**config.mk**
```make
export PLATFORM = sky130hd
export DESIGN_NAME = muldiv_sequencer
export DESIGN_NICKNAME = d
export VERILOG_FILES = /design/src/rtl/muldiv_sequencer.sv
export SDC_FILE = /design/constraint.sdc
export NUM_CORES = 1
export LEC_CHECK = 0
export BUFFER_PORTS_ARGS = -buffer_cell sky130_fd_sc_hd__buf_2
export CORE_MARGIN = 8
export CORE_UTILIZATION = 55
export CTS_CLUSTER_DIAMETER = 120
export DETAILED_ROUTE_END_ITERATION = 12
export GPL_TIMING_DRIVEN = 1
export PLACE_DENSITY = 0.84
export SLEW_MARGIN = 40
export SYNTH_ARGS = -nofsm -noshare
export SYNTH_HDL_FRONTEND = slang
export SYNTH_SLANG_ARGS = --single-unit
```
**constraint.sdc**
```tcl
create_clock -name clk -period 9.9 [get_ports clk]
set_input_delay 1.98 -clock clk [delete_from_list [all_inputs] [get_ports clk]]
set_output_delay 1.98 -clock clk [all_outputs]
set_load 0.02 [all_outputs]
```
**src/rtl/muldiv_sequencer.sv**
```systemverilog
// Iterative RV32M multiply/divide unit: shift-add multiply and restoring divide
// over XLEN iterations, with sign handling confined to the PREP and FIX states.
module muldiv_sequencer #(
  parameter int XLEN = 32
) (
  input  logic            clk,
  input  logic            rst,
  input  logic            start,
  input  logic            kill,
  input  logic [2:0]      funct3,
  input  logic [XLEN-1:0] op_a,
  input  logic [XLEN-1:0] op_b,
  output logic            busy,
  output logic            done,
  output logic [XLEN-1:0] result
);

  localparam int CNT_W = $clog2(XLEN);
  localparam logic [XLEN-1:0] MIN_NEG = {1'b1, {(XLEN-1){1'b0}}};

  typedef enum logic [2:0] {S_IDLE, S_PREP, S_RUN, S_FIX, S_DONE} state_t;

  state_t              state_q, state_d;
  logic [2:0]          f3_q, f3_d;
  logic [XLEN-1:0]     a_q, a_d, b_q, b_d, result_q, result_d;
  logic [2*XLEN-1:0]   acc_q, acc_d;
  logic [XLEN:0]       rem_q, rem_d;
  logic                sa_q, sa_d, sb_q, sb_d, wrap_q, wrap_d;
  logic [CNT_W-1:0]    cnt_q, cnt_d;

  logic                is_div, sa_w, sb_w, borrow;
  logic [XLEN-1:0]     abs_a, abs_b, quo, rmd, fix_res;
  logic [XLEN:0]       mul_sum, div_diff;
  logic [XLEN+1:0]     div_shift;
  logic [2*XLEN-1:0]   mul_next, prod;

  assign is_div = f3_q[2];
  // MULH, MULHSU, DIV, REM treat rs1 as signed; MULH, DIV, REM treat rs2 as signed
  assign sa_w   = a_q[XLEN-1] & (f3_q == 3'b001 || f3_q == 3'b010 || f3_q == 3'b100 || f3_q == 3'b110);
  assign sb_w   = b_q[XLEN-1] & (f3_q == 3'b001 || f3_q == 3'b100 || f3_q == 3'b110);
  assign abs_a  = sa_w ? (~a_q + 1'b1) : a_q;
  assign abs_b  = sb_w ? (~b_q + 1'b1) : b_q;

  assign mul_sum  = {1'b0, acc_q[2*XLEN-1:XLEN]} + {1'b0, a_q};
  assign mul_next = acc_q[0] ? {mul_sum, acc_q[XLEN-1:1]} : {1'b0, acc_q[2*XLEN-1:1]};

  assign div_shift = {rem_q, a_q[XLEN-1]};
  assign borrow    = div_shift < {2'b00, b_q};
  assign div_diff  = div_shift[XLEN:0] - {1'b0, b_q};

  assign prod    = (sa_q ^ sb_q) ? (~acc_q + 1'b1) : acc_q;
  assign quo     = (sa_q ^ sb_q) ? (~a_q + 1'b1) : a_q;
  assign rmd     = sa_q ? (~rem_q[XLEN-1:0] + 1'b1) : rem_q[XLEN-1:0];
  assign fix_res = is_div ? (f3_q[1] ? rmd : quo)
                          : ((f3_q[1:0] == 2'b00) ? prod[XLEN-1:0] : prod[2*XLEN-1:XLEN]);

  always_comb begin
    state_d  = state_q;
    f3_d     = f3_q;
    a_d      = a_q;
    b_d      = b_q;
    acc_d    = acc_q;
    rem_d    = rem_q;
    sa_d     = sa_q;
    sb_d     = sb_q;
    cnt_d    = cnt_q;
    wrap_d   = wrap_q;
    result_d = result_q;
    case (state_q)
      S_IDLE: begin
        if (start && !kill) begin
          state_d = S_PREP;
          f3_d    = funct3;
          a_d     = op_a;
          b_d     = op_b;
        end
      end
      S_PREP: begin
        if (kill) begin
          state_d = S_IDLE;
        end else begin
          sa_d   = sa_w;
          sb_d   = sb_w;
          a_d    = abs_a;
          b_d    = abs_b;
          acc_d  = {{XLEN{1'b0}}, abs_b};
          rem_d  = '0;
          cnt_d  = '0;
          wrap_d = 1'b0;
          if (is_div && b_q == '0) begin
            result_d = f3_q[1] ? a_q : '1;
            state_d  = S_DONE;
          end else if (is_div && !f3_q[0] && a_q == MIN_NEG && b_q == '1) begin
            result_d = f3_q[1] ? '0 : MIN_NEG;
            state_d  = S_DONE;
          end else begin
            state_d = S_RUN;
          end
        end
      end
      S_RUN: begin
        if (kill) begin
          state_d = S_IDLE;
        end else if (wrap_q) begin
          state_d = S_FIX;
        end else begin
          if (is_div) begin
            rem_d = borrow ? div_shift[XLEN:0] : div_diff;
            a_d   = {a_q[XLEN-2:0], ~borrow};
          end else begin
            acc_d = mul_next;
          end
          cnt_d  = cnt_q + 1'b1;
          wrap_d = (cnt_q == CNT_W'(XLEN - 1));
        end
      end
      S_FIX: begin
        if (kill) begin
          state_d = S_IDLE;
        end else begin
          result_d = fix_res;
          state_d  = S_DONE;
        end
      end
      S_DONE:  state_d = S_IDLE;
      default: state_d = S_IDLE;
    endcase
  end

  always_ff @(posedge clk or posedge rst) begin
    if (rst) begin
      state_q  <= S_IDLE;
      f3_q     <= '0;
      a_q      <= '0;
      b_q      <= '0;
      acc_q    <= '0;
      rem_q    <= '0;
      sa_q     <= 1'b0;
      sb_q     <= 1'b0;
      cnt_q    <= '0;
      wrap_q   <= 1'b0;
      result_q <= '0;
    end else begin
      state_q  <= state_d;
      f3_q     <= f3_d;
      a_q      <= a_d;
      b_q      <= b_d;
      acc_q    <= acc_d;
      rem_q    <= rem_d;
      sa_q     <= sa_d;
      sb_q     <= sb_d;
      cnt_q    <= cnt_d;
      wrap_q   <= wrap_d;
      result_q <= result_d;
    end
  end

  assign busy   = (state_q != S_IDLE);
  assign done   = (state_q == S_DONE);
  assign result = result_q;

endmodule

```
Yosys cells after proc, flatten, opt, wreduce, memory -nomap -nowiden
Cells that the tools add are included.

word-level totals
  flip-flop bits (word level) = 207
  bits of input ports = 71

operators by class
  add/subtract/negate cells = 7
  magnitude comparators = 1
  equality and inequality tests = 21
  multiplexer cells = 52
  bitwise operators = 9
  reduce and logical (&&, ||, !) cells = 30

operator list
  cell                                                             number
  32-bit 2-to-1 mux                                                20
  64-bit 2-to-1 mux                                                6
  33-bit 2-to-1 mux                                                5
  32-bit case mux with 2 select lines                              2
  64-bit case mux with 2 select lines                              1
  32-bit by 1-bit adder with 32-bit output, second input constant  3
  32-bit inverter                                                  3
  32-bit case mux with 3 select lines                              1
  33-bit case mux with 2 select lines                              1
  64-bit by 1-bit adder with 64-bit output, second input constant  1
  32-bit == test, second input constant                            2
  64-bit inverter                                                  1
  34-bit by 32-bit < comparator with 1-bit output                  1
  32-bit by 32-bit adder with 33-bit output                        1
  33-bit by 32-bit subtractor with 33-bit output                   1
  32-bit logical NOT                                               1
  3-bit 2-to-1 mux                                                 7
  2-bit inequality test, second input constant                     8
  5-bit 2-to-1 mux                                                 3
  3-bit case mux with 4 select lines                               1
  5-bit case mux with 2 select lines                               1
  5-bit AND reduction                                              2
  3-bit by 2-bit == test with 1-bit output, second input constant  3
  3-bit == test, second input constant                             3
  other kinds (20)                                                 42

Depth between registers and ports, before layout
  depth in word-level cells = 8
  depth in mapped cells = 15
  depth with buffers taken out = 13

Worst setup path after synthesis
Ideal clock, no wire load.

  path kind = input-to-reg
  start point = in kill
  end point = reg rem_q[32]
  setup time = 87 ps
  data arrival time = 3771 ps
  required time = 9813 ps
  slack = 6043 ps
  stages = 9
  cells stage by stage = clkbuf_1 > inv_1 > a21oi_1 > or4_1 > clkbuf_1 > nor2_1 > clkbuf_1 > nand3b_1 > o211ai_1

on the way
  cells in the longest elaborated chain, start to end = 2
  elaborated cells between the ends (all ways) = 3
  those cells by class = 2 x eq/ne; 1 x reduce/logical

RTL lines
  item                                      RTL line  RTL
  start: declaration                        9         input logic kill,
  2-bit inequality test (no source line)    --
  5-bit AND reduction (no source line) (*)  --
  end signal: assignment                    149       rem_q <= rem_d;
  end: declaration                          27        logic [XLEN:0] rem_q, rem_d;

Mark *: on every way between the ends. The rest lies on a longest branch, timed or not.
A chain may end at the register's enable or synchronous reset.

Final worst setup path
  start point = reg a_q[31]
  end point = reg rem_q[23]

on the way
  cells in the longest elaborated chain, start to end = 6
  elaborated cells between the ends (all ways) = 7
  those cells by class = 1 x add/sub; 1 x order compare; 5 x mux

RTL lines
  item                                                                                                               RTL line  RTL
  start: declaration                                                                                                 25        logic [XLEN-1:0] a_q, a_d, b_q, b_d, result_q, result_d;
  start signal: assignment                                                                                           134       a_q <= '0;
  start signal: assignment                                                                                           146       a_q <= a_d;
  33-bit by 32-bit subtractor with 33-bit output or 34-bit by 32-bit < comparator with 1-bit output (tied branches)  49, 48
  33-bit 2-to-1 mux (*)                                                                                              108       rem_d = borrow ? div_shift[XLEN:0] : div_diff;
  33-bit 2-to-1 mux (*)                                                                                              107       if (is_div) begin
  33-bit 2-to-1 mux (*)                                                                                              104       end else if (wrap_q) begin
  33-bit 2-to-1 mux (*)                                                                                              102       if (kill) begin
  33-bit case mux with 2 select lines (*)                                                                            69        case (state_q)

Mark *: on every way between the ends. The rest lies on a longest branch, timed or not. The select of a mux whose other input is x is not followed.

==> out/results.txt <==
The flow ran to the end, and the final reports show no timing, DRC or antenna violations. Summing the areas of all xor and xnor instances in the mapped netlist gives 9.60% of the synthesized area. The category of the most critical setup path is reg2reg.

Measured against its own limit, the worst slew margin works out to 44.3%. The register bit count reported by yosys was 207. Power per cell area: 280 nW/um2. The launching point of the worst reg2reg path is a_q[31]. In the final routed layout, each cell accounts on average for 24.8 um.

The data required time of the critical path is 10.33 ns. The worst path meets setup with 5.57 ns of slack. The primary flip-flop cell chosen by synthesis mapping is dfrtp_1. At the end of the flow the core is filled with cells to 60.9%. The tools report the total setup violations reported at the end of the flow as 0.

The H-tree depth reported by CTS was 1. The max-slew violation total from the final report was 0; the clock edge transition at the registers on the reported setup and hold paths was 0.07 ns. The tools report the number of setup buffers added after CTS as 0.

The number of nets handed over by synthesis was 2379. Wire segments on met2 add up to 29.7 mm in the final route. In this run, the number of DRC markers left after iteration 0 of detailed routing was 2246. Count of input and output buffers: 104. The CTS sink count was 207. Counting along the longest clock path gives a buffer depth of 3. The end point of the most critical hold path is result[21].

The post-DP HPWL came out at 48.8 mm. The first TritonRoute pass finished after 7 iterations. The cell area after technology mapping is 17400 um2.

The clock tree root buffer cell was clkbuf_16. After Yosys synthesis, full adders, half adders and majority gates account for 5.33% of the synthesized area. The tools report the worst hold path startpoint as result[21]. The horizontal extent of the die was 194 um. Detailed routing inserted a total of 18400 vias.

After synthesis, the share of cell area in mux cells is 1.78%. At the end of the flow, the number of nets in the layout was 2385. Entering global routing, the biggest net connects 88 pins.

The worst setup path is captured at a flip-flop. Number of global-route vias before repair: 17400. Of the synthesized area, sequential elements account for 29.7%. STA puts the critical path data arrival time at 4.75 ns. The number of cells on the worst reg-to-reg path is 13, and the global-route wire length before repair is 103 mm.

The worst hold path belongs to the class reg2reg. STA classifies the critical path startpoint as a flip-flop. The ratio of routed vias to standard cells is 6.93, and the floorplan row count is 65.

The critical path goes through inv_1 > ha_1 > inv_1 > fa_1 > a211oi_1 > nor2_1 > a31oi_1 > a211oi_1 > o211ai_1 > nand2_1 > o31a_1 > a22oi_1 > o21ai_0. Final count of hold timing violations: 0. Setup repair after global routing left no endpoint under its margin. The die covers 37600 um2. The logs give 0.0125 ns for the worst-case clock skew and 0 for the post-detailed-route count of antenna-violating nets. Power consumption: 5350 uW.

The highest-delay cell along the critical path is dfrtp_1. For this block, wires on met1 add up to 26.2 mm. The largest fanout on the critical path was 12; the effective utilization at floorplan was 55.5%. The repair_antennas step left the layout with diodes totalling 0. The pin slew with the least headroom to its limit was 0.829 ns; the met3 wirelength from detailed routing was 6.03 mm. For flop-to-flop paths, the worst setup slack is 5.57 ns. The core region is 31400 um2. The congestion estimate from routability-driven global placement came to 1.02.

The post-cts repair resize count is 0. The placement-stage worst setup slack was 5.32 ns; the ratio of cells with drive above 1 in the final layout was 9.69%. Yosys mapped the design onto 78 distinct sky130hd cell types.

The tools report the number of antenna violations at the first check in global routing as 1. The die span in y came out at 194 um. For this design the top-level I/O count stands at 105. For the final routed database, the setup TNS stands at 0 ns.

The number of buffers created by CTS came out at 25. After synthesis, the largest family of logic cells by area is compound AO/OA/AOI/OAI gates. All-layer global routing usage: 33.8%.

The run gives 0 as the post-detailed-route DRC marker count. Summed over all layers, the routed wires come to 66.0 mm. Dividing the final minimum period by the clock period gives 43.7%. The total overflow left after global routing is 0. A synthesized cell averages 7.80 um2. Across the run, the number of max-cap violations was 0.

The worst hold path cell count is 2, and the stage delay of the slowest cell on the critical path is 0.60 ns. The count of flip-flops with a built-in enable after synthesis was 0; the minimum clock period was 4.33 ns. The maximum clock frequency is 231 MHz. Signal routing reaches up to met4. IR analysis of the VDD net gives a maximum drop of 0.152 mV. Synthesis produced a netlist whose cell count is 2235. For this design the static power due to leakage is 0.00816 uW. The synthesized-area fraction occupied by ao, oa, aoi and oai cells was 29.2%; the clock latency on the worst-skew pair was 0.55 ns. After synthesis, the share of flip-flops with an asynchronous set or reset is 100%.

Layout-stage area growth over the synthesis result: 9.78%. The area fraction in and, or, nand and nor cells after synthesis works out to 19.5%. The endpoint identified for the worst register-to-register timing path is rem_q[23]. Final hold analysis gives a worst-case slack of 0.473 ns.

TritonCTS built the clock tree. For this design, the CTS-stage hold fixing added 0 buffers. The run gives 0 as the count of warnings emitted by yosys.
[per-stage QoR]
stage,area (um2),std cells
after detailed placement,18200,2616
final,19100,2662
after global placement,18100,2615
after floorplan,17400,2235
after global routing,19100,2662
after CTS,19100,2662
[area by class of cell]
type                            count  area (um2)
Clock buffer                       35         713
Fill cell                        2827       12300
Timing Repair Buffer              129         727
Inverter                           73         282
Clock inverter                     11         195
Sequential cell                   207        5180
Tap cell                          402         503
Multi-Input combinational cell   1805       11500
[power breakdown]
| part | total [uW] | internal (uW) | switching (uW) | leakage [uW] |
|---|---|---|---|---|
| clock network | 1040 | 634 | 405 | 0.000445 |
| registers | 1560 | 1070 | 483 | 0.00269 |
| logic | 2750 | 1030 | 1720 | 0.00503 |
[metal layers]
metal / GRT usage, % / vias up
met3: 4.65 / 221
met1: 44.0 / 8802
met4: 16.8 / 0
met5: 0 / -
li1: - / 8267
met2: 54.5 / 1145
[cells in the final DEF (no fill, tap or decap), types with 8 or more instances in the layout]
cell,synthesis,routed
o21ai_0,277,277
nand2_1,217,216
dfrtp_1,207,206
nor2_1,173,170
a21oi_1,159,157
xnor2_1,121,120
buf_2,4,104
nor3_1,74,73
ha_1,71,71
inv_1,70,69
xor2_1,70,69
nand3_1,50,50
a22oi_1,48,48
o31ai_1,32,32
o211ai_1,31,31
a31oi_1,30,30
a21o_1,30,30
o22ai_1,29,29
a211oi_1,28,28
nand2b_1,26,25
clkbuf_16,0,25
nor4_1,28,24
a221oi_1,22,22
mux2i_1,22,22
buf_4,0,21
or3_1,20,20
nor2b_1,19,19
o41ai_1,19,19
a32oi_1,19,19
or4_1,17,16
nand4_1,14,14
and3_1,14,14
a222oi_1,11,11
o21a_1,11,11
and2_1,9,9
nor3b_1,11,8
mux2_2,8,8
[Yosys cell counts, types with 17 or more instances]
library cell	instances	area, um2
o21ai_0	277	1390
nand2_1	217	815
dfrtp_1	207	5180
nor2_1	173	649
a21oi_1	159	796
clkbuf_1	137	514
xnor2_1	121	1060
nor3_1	74	370
ha_1	71	888
inv_1	70	263
xor2_1	70	613
nand3_1	50	250
a22oi_1	48	360
o31ai_1	32	240
o211ai_1	31	233
a21o_1	30	225
a31oi_1	30	188
o22ai_1	29	181
a211oi_1	28	210
nor4_1	28	175
nand2b_1	26	163
a221oi_1	22	193
mux2i_1	22	220
or3_1	20	125
a32oi_1	19	166
nor2b_1	19	119
o41ai_1	19	166
or4_1	17	128
[critical path: cells and delay by family (launching register included)]
family | cells | cell delay (ns)
AO/OA/AOI/OAI | 7 | 1.80
adder cells (fa/ha/maj) | 2 | 0.67
buffers and inverters | 2 | 0.46
flip-flops | 1 | 0.60
AND/OR/NAND/NOR | 2 | 0.67
[worst max path at each step]
stage	startpoint	endpoint	cells after the start
finish	a_q[31]	rem_q[23]	13
global route	a_q[31]	rem_q[23]	13
CTS	a_q[31]	rem_q[23]	13
detailed placement	kill	rem_q[13]	7
global placement	kill	rem_q[13]	7
floorplan	rst	a_q[0]	1
[logic make-up after synthesis]
group           Yosys count
xor+xnor                191
buf+inv                 223
simple gates            703
fa+ha+maj                73
mux                      30
compound gates          808
flops                   207
[flip-flops by register name, summed over array words and instances, names as in the netlist]
register  flops
result       32
rem_q        33
acc_q        64
wrap_q        1
cnt_q         5
state_q       3
sa_q          1
f3_q          3
sb_q          1
b_q          32
a_q          32
Power figures use the tool's default switching activity.
